`src/rtl/lifo_ext_pkg.sv`:
```
// lifo_ext_pkg: read-mode names, per-cycle operation encoding and the
// occupancy-counter sizing helper shared by the LIFO files.
package lifo_ext_pkg;

  localparam string FWFT_TRUE  = "TRUE";
  localparam string FWFT_FALSE = "FALSE";

  typedef enum logic [2:0] {
    OP_IDLE,
    OP_PUSH,
    OP_POP,
    OP_REPLACE,
    OP_FLUSH
  } lifo_op_e;

  // Occupancy runs 0..DEPTH inclusive, so it needs one more code than DEPTH entries.
  function automatic int cnt_width(input int depth);
    return $clog2(depth + 1);
  endfunction

endpackage

```
`src/rtl/lifo_ext_mem.sv`:
```
// lifo_ext_mem: DEPTH x DATA_W register array, one synchronous write port and
// one asynchronous read port. Contents are intentionally not reset.
module lifo_ext_mem
  import lifo_ext_pkg::*;
#(
  parameter int DEPTH  = 8,
  parameter int DATA_W = 16,
  parameter int AW     = $clog2(DEPTH)
) (
  input  logic              clk,
  input  logic              we,
  input  logic [AW-1:0]     w_idx,
  input  logic [DATA_W-1:0] w_data,
  input  logic [AW-1:0]     r_idx,
  output logic [DATA_W-1:0] r_data
);

  logic [DATA_W-1:0] mem [DEPTH];

  // Write the addressed entry on the rising edge when the controller enables it.
  always_ff @(posedge clk) begin
    if (we) mem[w_idx] <= w_data;
  end

  assign r_data = mem[r_idx];

endmodule

```
`src/rtl/lifo_ext.sv`:
```
// lifo_ext: parameterised LIFO stack with push, pop, replace-top and flush,
// occupancy count, empty/full/almost flags and optional sticky error flags.
// Define LIFO_EXT_ERR_FLAGS_EN to enable ovf/udf; otherwise they read 0.
module lifo_ext
  import lifo_ext_pkg::*;
#(
  parameter string FWFT_MODE = FWFT_TRUE,
  parameter int    DEPTH     = 8,
  parameter int    DATA_W    = 16,
  parameter int    AE_LEVEL  = 1,
  parameter int    AF_LEVEL  = DEPTH - 1
) (
  input  logic                        clk,
  input  logic                        nrst,
  input  logic                        flush,
  input  logic                        w_req,
  input  logic [DATA_W-1:0]           w_data,
  input  logic                        r_req,
  output logic [DATA_W-1:0]           r_data,
  output logic [cnt_width(DEPTH)-1:0] cnt,
  output logic                        empty,
  output logic                        full,
  output logic                        almost_empty,
  output logic                        almost_full,
  output logic                        ovf,
  output logic                        udf,
  input  logic                        err_clr
);

  localparam int CW = cnt_width(DEPTH);
  localparam int AW = $clog2(DEPTH);
  localparam logic [CW-1:0] DEPTH_C = CW'(DEPTH);
  localparam logic [CW-1:0] AE_C    = CW'(AE_LEVEL);
  localparam logic [CW-1:0] AF_C    = CW'(AF_LEVEL);

  lifo_op_e          op;
  logic              ovf_evt;
  logic              udf_evt;
  logic [CW-1:0]     cnt_m1;
  logic [AW-1:0]     top_idx;
  logic [AW-1:0]     push_idx;
  logic              mem_we;
  logic [AW-1:0]     mem_w_idx;
  logic [AW-1:0]     mem_r_idx;
  logic [DATA_W-1:0] mem_rd;

  // All flags come straight from the registered count.
  assign empty        = (cnt == '0);
  assign full         = (cnt == DEPTH_C);
  assign almost_empty = (cnt <= AE_C);
  assign almost_full  = (cnt >= AF_C);

  // The top entry sits one below the count; a fresh push lands at the count.
  assign cnt_m1   = cnt - CW'(1);
  assign top_idx  = cnt_m1[AW-1:0];
  assign push_idx = cnt[AW-1:0];

  // Decode the requests into one operation; flush overrides everything, and a
  // push+pop on an empty stack degrades to a plain push plus an underflow.
  always_comb begin
    op      = OP_IDLE;
    ovf_evt = 1'b0;
    udf_evt = 1'b0;
    if (flush) begin
      op = OP_FLUSH;
    end else if (w_req && r_req) begin
      if (empty) begin
        op      = OP_PUSH;
        udf_evt = 1'b1;
      end else begin
        op = OP_REPLACE;
      end
    end else if (w_req) begin
      if (full) ovf_evt = 1'b1;
      else      op      = OP_PUSH;
    end else if (r_req) begin
      if (empty) udf_evt = 1'b1;
      else       op      = OP_POP;
    end
  end

  assign mem_we    = (op == OP_PUSH) || (op == OP_REPLACE);
  assign mem_w_idx = (op == OP_REPLACE) ? top_idx : push_idx;
  assign mem_r_idx = empty ? '0 : top_idx;

  lifo_ext_mem #(
    .DEPTH  (DEPTH),
    .DATA_W (DATA_W),
    .AW     (AW)
  ) u_mem (
    .clk    (clk),
    .we     (mem_we),
    .w_idx  (mem_w_idx),
    .w_data (w_data),
    .r_idx  (mem_r_idx),
    .r_data (mem_rd)
  );

  // Occupancy: cleared by flush, +1 on push, -1 on pop, unchanged on replace.
  always_ff @(posedge clk or negedge nrst) begin
    if (!nrst) begin
      cnt <= '0;
    end else begin
      case (op)
        OP_FLUSH: cnt <= '0;
        OP_PUSH:  cnt <= cnt + CW'(1);
        OP_POP:   cnt <= cnt_m1;
        default:  cnt <= cnt;
      endcase
    end
  end

  generate
    if (FWFT_MODE == FWFT_FALSE) begin : g_reg_read
      logic [DATA_W-1:0] r_data_q;

      // Capture the outgoing top on the edge that accepts a pop or replace.
      always_ff @(posedge clk or negedge nrst) begin
        if (!nrst) r_data_q <= '0;
        else if ((op == OP_POP) || (op == OP_REPLACE)) r_data_q <= mem_rd;
      end

      assign r_data = r_data_q;
    end else begin : g_fwft_read
      logic [DATA_W-1:0] hold_q;

      // Remember the last top shown so it can still be presented once empty.
      always_ff @(posedge clk or negedge nrst) begin
        if (!nrst) hold_q <= '0;
        else if (!empty) hold_q <= mem_rd;
      end

      assign r_data = empty ? hold_q : mem_rd;
    end
  endgenerate

`ifdef LIFO_EXT_ERR_FLAGS_EN
  // Sticky error flags: a new error wins over err_clr, and flush leaves them alone.
  always_ff @(posedge clk or negedge nrst) begin
    if (!nrst) begin
      ovf <= 1'b0;
      udf <= 1'b0;
    end else begin
      ovf <= ovf_evt | (ovf & ~err_clr);
      udf <= udf_evt | (udf & ~err_clr);
    end
  end
`else
  logic unused_err;

  assign ovf        = 1'b0;
  assign udf        = 1'b0;
  assign unused_err = &{1'b0, err_clr, ovf_evt, udf_evt};
`endif

endmodule

```
`config.mk`:
```
export PLATFORM = sky130hd
export DESIGN_NAME = lifo_ext
export DESIGN_NICKNAME = d
export VERILOG_FILES = /design/src/rtl/lifo_ext_pkg.sv /design/src/rtl/lifo_ext_mem.sv /design/src/rtl/lifo_ext.sv
export SDC_FILE = /design/constraint.sdc
export NUM_CORES = 1
export LEC_CHECK = 0
export BUFFER_PORTS_ARGS = -buffer_cell sky130_fd_sc_hd__buf_4
export CAP_MARGIN = 20
export CELL_PAD_IN_SITES_DETAIL_PLACEMENT = 1
export CELL_PAD_IN_SITES_GLOBAL_PLACEMENT = 2
export CORE_ASPECT_RATIO = 0.8
export CORE_MARGIN = 8
export CORE_UTILIZATION = 41
export CTS_BUF_LIST = sky130_fd_sc_hd__clkbuf_16
export DETAILED_ROUTE_END_ITERATION = 6
export GPL_ROUTABILITY_DRIVEN = 0
export PLACE_DENSITY_LB_ADDON = 0.1
export SLEW_MARGIN = 20
export SYNTH_ARGS = -nofsm -noshare
export SYNTH_HDL_FRONTEND = slang
export SYNTH_SLANG_ARGS = --single-unit
```
`constraint.sdc`:
```
create_clock -name clk -period 3.6 [get_ports clk]
set_input_delay 0.72 -clock clk [delete_from_list [all_inputs] [get_ports clk]]
set_output_delay 0.72 -clock clk [all_outputs]
set_load 0.03 [all_outputs]
```
## Word level (Yosys, flattened, before mapping)

Memories as Yosys holds them, arrays and structs flattened.
Cells that the tools add are included.

- Add/subtract/negate cells: 2
- $lt $le $gt $ge: 2
- Mux-type cells: 13
- Equal/unequal tests: 5
- Reduce and logical (&&, ||, !) cells: 4

Operators by type and width:

| operator | number |
|---|---|
| $mux W16 | 1 |
| $mux W3 | 5 |
| $pmux W4 S3 | 1 |
| $eq A3 B2 Y1 const B | 2 |
| $mux W2 | 3 |
| $add A4 B1 Y4 const B | 1 |
| $eq A4 B4 Y1 const B | 1 |
| $ge A4 B3 Y1 const B | 1 |
| $le A4 B1 Y1 const B | 1 |
| $logic_not A4 Y1 | 1 |
| $sub A4 B1 Y4 const B | 1 |
| $eq A3 B1 Y1 const B | 1 |
| $eq A3 B3 Y1 const B | 1 |
| $mux W1 | 3 |
| $reduce_bool A3 Y1 | 1 |
| $logic_and A1 B1 Y1 | 1 |
| $logic_or A1 B1 Y1 | 1 |

- Memories kept: 1
- Input port bits: 22
- Logic and storage cells: 29
- Bits in writable memories: 128
- Output and inout port bits: 26
- Bits in registers: 20

Memories:

| name | depth | bits a word | read ports | clocked after Yosys merged registers in | write ports | RTL line | source |
|---|---|---|---|---|---|---|---|
| u_mem.mem | 8 | 16 | 1 | 0 | 1 | lifo_ext_mem.sv:18 | `logic [DATA_W-1:0] mem [DEPTH];` |

## Longest topological paths before layout

- Depth after elaboration: 10
- Gate-level depth with buffers: 11
- Mapped depth without buffers: 7

## Hierarchy

From an unflattened synthesis, not the netlist that was laid out.

- Cell total of the unflattened synthesis: 286
- Area total of the unflattened synthesis: 6005.8 um^2

Modules (own cells, without submodules):

| module | area each (um^2) | seq. area each (um^2) | cells an instance | times used |
|---|---|---|---|---|
| lifo_ext_mem | 4973.5 | 3843.7 | 198 | 1 |
| lifo_ext | 1032.2 | 500.5 | 88 | 1 |

## Worst setup path before layout

No wires, ideal clock.

- Kind: flip-flop to output port
- From: register cnt[0]
- To: output port r_data[4]
- Required time: 2.880 ns
- Path buffers: 5
- Arrival time: 3.181 ns
- Cell stages (with the launch flop): 11
- Slack: -0.301 ns
- Cells stage by stage: dfrtp_1 -> buf_2 -> buf_2 -> buf_2 -> inv_1 -> ha_1 -> buf_2 -> clkbuf_1 -> mux4_2 -> mux2i_1 -> o21ai_0

- Longest elaborated chain between the ends: 4
- Elaborated cells on any way between the ends: 5
- Those cells by class: add/sub: 1; mux: 2; reduce/logical: 1; memory: 1

Ends and longest elaborated chain:

| element | RTL line | source |
|---|---|---|
| start, declared | lifo_ext.sv:20 | `output logic [cnt_width(DEPTH)-1:0] cnt,` |
| start signal, assigned | lifo_ext.sv:106 | `OP_PUSH: cnt <= cnt + CW'(1);` |
| start signal, assigned | lifo_ext.sv:107 | `OP_POP: cnt <= cnt_m1;` |
| start signal, assigned | lifo_ext.sv:108 | `default: cnt <= cnt;` |
| $sub A4 B1 Y4 or $logic_not A4 Y1 (tied branches) | lifo_ext.sv:54, lifo_ext.sv:48 |  |
| $mux W3 | lifo_ext.sv:84 | `assign mem_r_idx = empty ? '0 : top_idx;` |
| $mem_v2 Z8 W16 | -- |  |
| $mux W16 (*) | -- |  |
| end, declared | lifo_ext.sv:19 | `output logic [DATA_W-1:0] r_data,` |

Every way passes the cells marked *; elsewhere a longest branch is shown, timed or not.

## Worst setup path after layout

- From: register cnt[1]
- To: output port r_data[8]

The elaborated chain is that of the path after synthesis.

==> results.yml <==
pwr:
  internal_power_mw: 4.31
  peakVddDrop_mv: 0.537
  switching_power_mw: 2.39
  power_mw: 6.70
  powerDensity_mw_per_mm2: 937
  p_seq_share_pct: 32.7
  netSwitchingFraction_pct: 35.6
  clockPowerShare_pct: 27.3
  power_leakage_nw: 2.48
  p_comb_share_pct: 40.0
placed_design:
  dp.cells: 539
  numPortBuffers: 44
  place_ws_ns: 0.563
  dp_hpwl_mm: 7.42
sta:
  clock_skew_ns: 0.00542
  tns_ns: 0
  maxSlewViolCount: 0
  period_share_pct: 94.8
  finalSetupViolCount: 0
  tightest_slew_ns: 0.789
  maxSlewHeadroom_pct: 47.4
  fin_crit_ns: 3.41
  rsz0062_at_grt: "no"
  setup_slack_ns: 0.189
  fmax_mhz: 293
  hold_viol_final: 0
logic_synthesis:
  synthXorXnorAreaFrac_pct: 0
  syn_area_mm2: 0.00585
  syn_area_per_cell_um2: 19.1
  synth-simple-area-share_pct: 3.87
  synth_mux_area_share_pct: 15.2
  ys_types: 39
  synth_fa_ha_area_share_pct: 0.641
  synth_top_family_by_area: "multiplexers"
  synth_compound_area_share_pct: 3.83
  yosysSeqAreaShare_pct: 74.2
  ys_seq_elements: 148
  synth-async-reset-ratio_pct: 13.5
  synth_flop_cell: "edfxtp_1"
  synthCells: 307
  yosysWarnings: 0
  synth_edf_count: 128
floorplan:
  initial_core_util_pct: 41.5
  die_area_mm2: 0.0184
  die_h_um: 123
  die_x_um: 150
  core-area_mm2: 0.0141
  io-pin-count: 48
  rows: 39
cts:
  hold_buffers: 0
  clockRootBuffer: "clkbuf_16"
  clk_pin_slew_ns: 0.06
  numCtsBuffers: 17
  post_cts_buffers: 0
  h-tree-depth: 4
  cts.sinks: 148
  clock_path_buffers: 2
  cts_tree: "built"
  clock_latency_ns: 0.41
setup_path:
  cp_max_fo: 27
  worst_setup_path_start_kind: "flip-flop"
  crit_arrival_ns: 2.69
  end_kind: "output pin"
  critPathKind: "flip-flop to output pin"
  cp.required_ns: 2.88
grt:
  grt_max_degree: 46
  grt_pass1_wl_mm: 19.0
  first_global_vias: 3239
  antenna_found_initial: 0
  overflow: 0
  grt_use_total_pct: 14.3
detailed_routing:
  avgRoutedWirePerCell_um: 21.2
  drtIter0Drc: 194
  via_per_inst: 5.17
  final_antenna_net_count: 0
  dr.pass1.iters: 4
  vias: 2953
  remaining_drc_errors: 0
  finalWirelength_mm: 12.1
cells_and_area:
  area_growth_pct: 22.2
  layout.cells.non_filler: 571
  antenna_cells: 0
  drive_above_1_share_pct: 38.2
  fin_util_pct: 50.7
  nNetsFinal: 399
run:
  max-cap-violations: 0
status:
  status: "complete, no violations"
hold_path:
  hold_path.class: "primary input to async pin"
## stage by stage
step           hold WS (ns)  area (um2)
4_1_cts               0.209        7150
5_1_grt               0.223        7150
2_1_floorplan         0.424        5920
6_report              0.214        7150
3_3_place_gp          0.448        6540
3_5_place_dp          0.453        6540
## registers in the layout, summed over array words and instances (netlist names)
signal	cells
cnt	4
u_mem.mem	128
g_fwft_read.hold_q	16
## placed cells by master (no fill, tap or decap), types with 3 or more instances in the layout
| master | netlist | final |
|---|---|---|
| clkinvlp_4 | 0 | 3 |
| nand2_1 | 19 | 19 |
| mux2i_1 | 17 | 17 |
| mux4_2 | 32 | 32 |
| bufinv_16 | 0 | 4 |
| buf_4 | 4 | 63 |
| clkbuf_16 | 0 | 17 |
| edfxtp_1 | 128 | 128 |
| inv_1 | 9 | 10 |
| nor2_1 | 8 | 8 |
| nor3_1 | 3 | 3 |
| clkinv_2 | 0 | 3 |
| a31oi_1 | 3 | 3 |
| o21ai_2 | 1 | 17 |
| dfrtp_1 | 20 | 19 |
## path summary, 6_finish.rpt
path,start,to,slack (ns),cells past startpoint
min,nrst,cnt[1],0.21,1
min reg2reg,g_fwft_read.hold_q[10],g_fwft_read.hold_q[10],0.46,2
max,cnt[1],r_data[8],0.19,8
max in group asynchronous,nrst,cnt[0],3.11,1
max reg2reg,cnt[1],u_mem.mem[5][7],0.76,8
min in group clk,g_fwft_read.hold_q[10],g_fwft_read.hold_q[10],0.46,2
## power by group through the flow
stage | Sequential, mW | Combinational (mW) | Clock, mW
global route | 2.22 | 2.91 | 1.93
CTS | 2.19 | 2.75 | 1.87
detailed placement | 2.23 | 2.74 | 0
global placement | 2.22 | 2.71 | 0
floorplan | 2.24 | 1.85 | 0
finish | 2.19 | 2.68 | 1.83
## cell usage after synthesis, types with 2 or more instances
library cell | instances | area, um2
inv_1 | 9 | 33.8
clkbuf_1 | 6 | 22.5
edfxtp_1 | 128 | 3840
buf_2 | 6 | 30.0
nor2b_1 | 2 | 12.5
nand3_1 | 2 | 10.0
a22oi_1 | 2 | 15.0
nand3b_1 | 2 | 15.0
a21o_1 | 2 | 15.0
nor4_1 | 2 | 12.5
ha_1 | 3 | 37.5
nor3_1 | 3 | 15.0
nor2_1 | 8 | 30.0
mux4_2 | 32 | 721
mux2i_1 | 17 | 170
a31oi_1 | 3 | 18.8
buf_4 | 4 | 30.0
o21ai_0 | 17 | 85.1
dfrtp_1 | 20 | 500
a21oi_1 | 2 | 10.0
nand2_1 | 19 | 71.3
## critical path, cell delays in order, from the launching register on
cell and delay, ns:
dfrtp_1 0.44, inv_1 0.20, ha_2 0.31, or3b_4 0.44, clkinv_4 0.24, buf_4 0.27
nand2_1 0.10, o21ai_2 0.08, buf_4 0.18
## what timing repair did
| item | in CTS | in global routing |
|---|---|---|
| endpoints found under the hold margin | 0 | 0 |
| resized for setup | 0 | 1 |
| endpoints found under the setup margin | 0 | 4 |
## layout make-up
class / count / area, um2
clock buffers: 17 / 425
clock inverters: 15 / 186
fillers: 1294 / 6950
inverters: 10 / 42.5
multi-input cells: 134 / 1450
flip-flops and latches: 148 / 4350
well taps: 184 / 230
repair buffers: 63 / 473
## metal layers
layer	part of all wire [%]	vias to the layer above	global-route usage (%)
met5	0	-	0
met4	1.2	0	5.66
met3	4.5	10	3.57
met2	48	56	22.1
met1	47	1519	19.1
li1	-	1368	-
## cells by family (layout without fill, tap and decap cells)
| group | count (synthesis) | in the layout |
|---|---|---|
| flip-flops | 148 | 148 |
| multiplexers | 49 | 49 |
| AND/OR/NAND/NOR | 45 | 45 |
| AO/OA/AOI/OAI | 35 | 35 |
| buffers and inverters | 26 | 105 |
| adder cells (fa/ha/maj) | 3 | 3 |
| other | 1 | 2 |
Power figures use the tool's default switching activity.
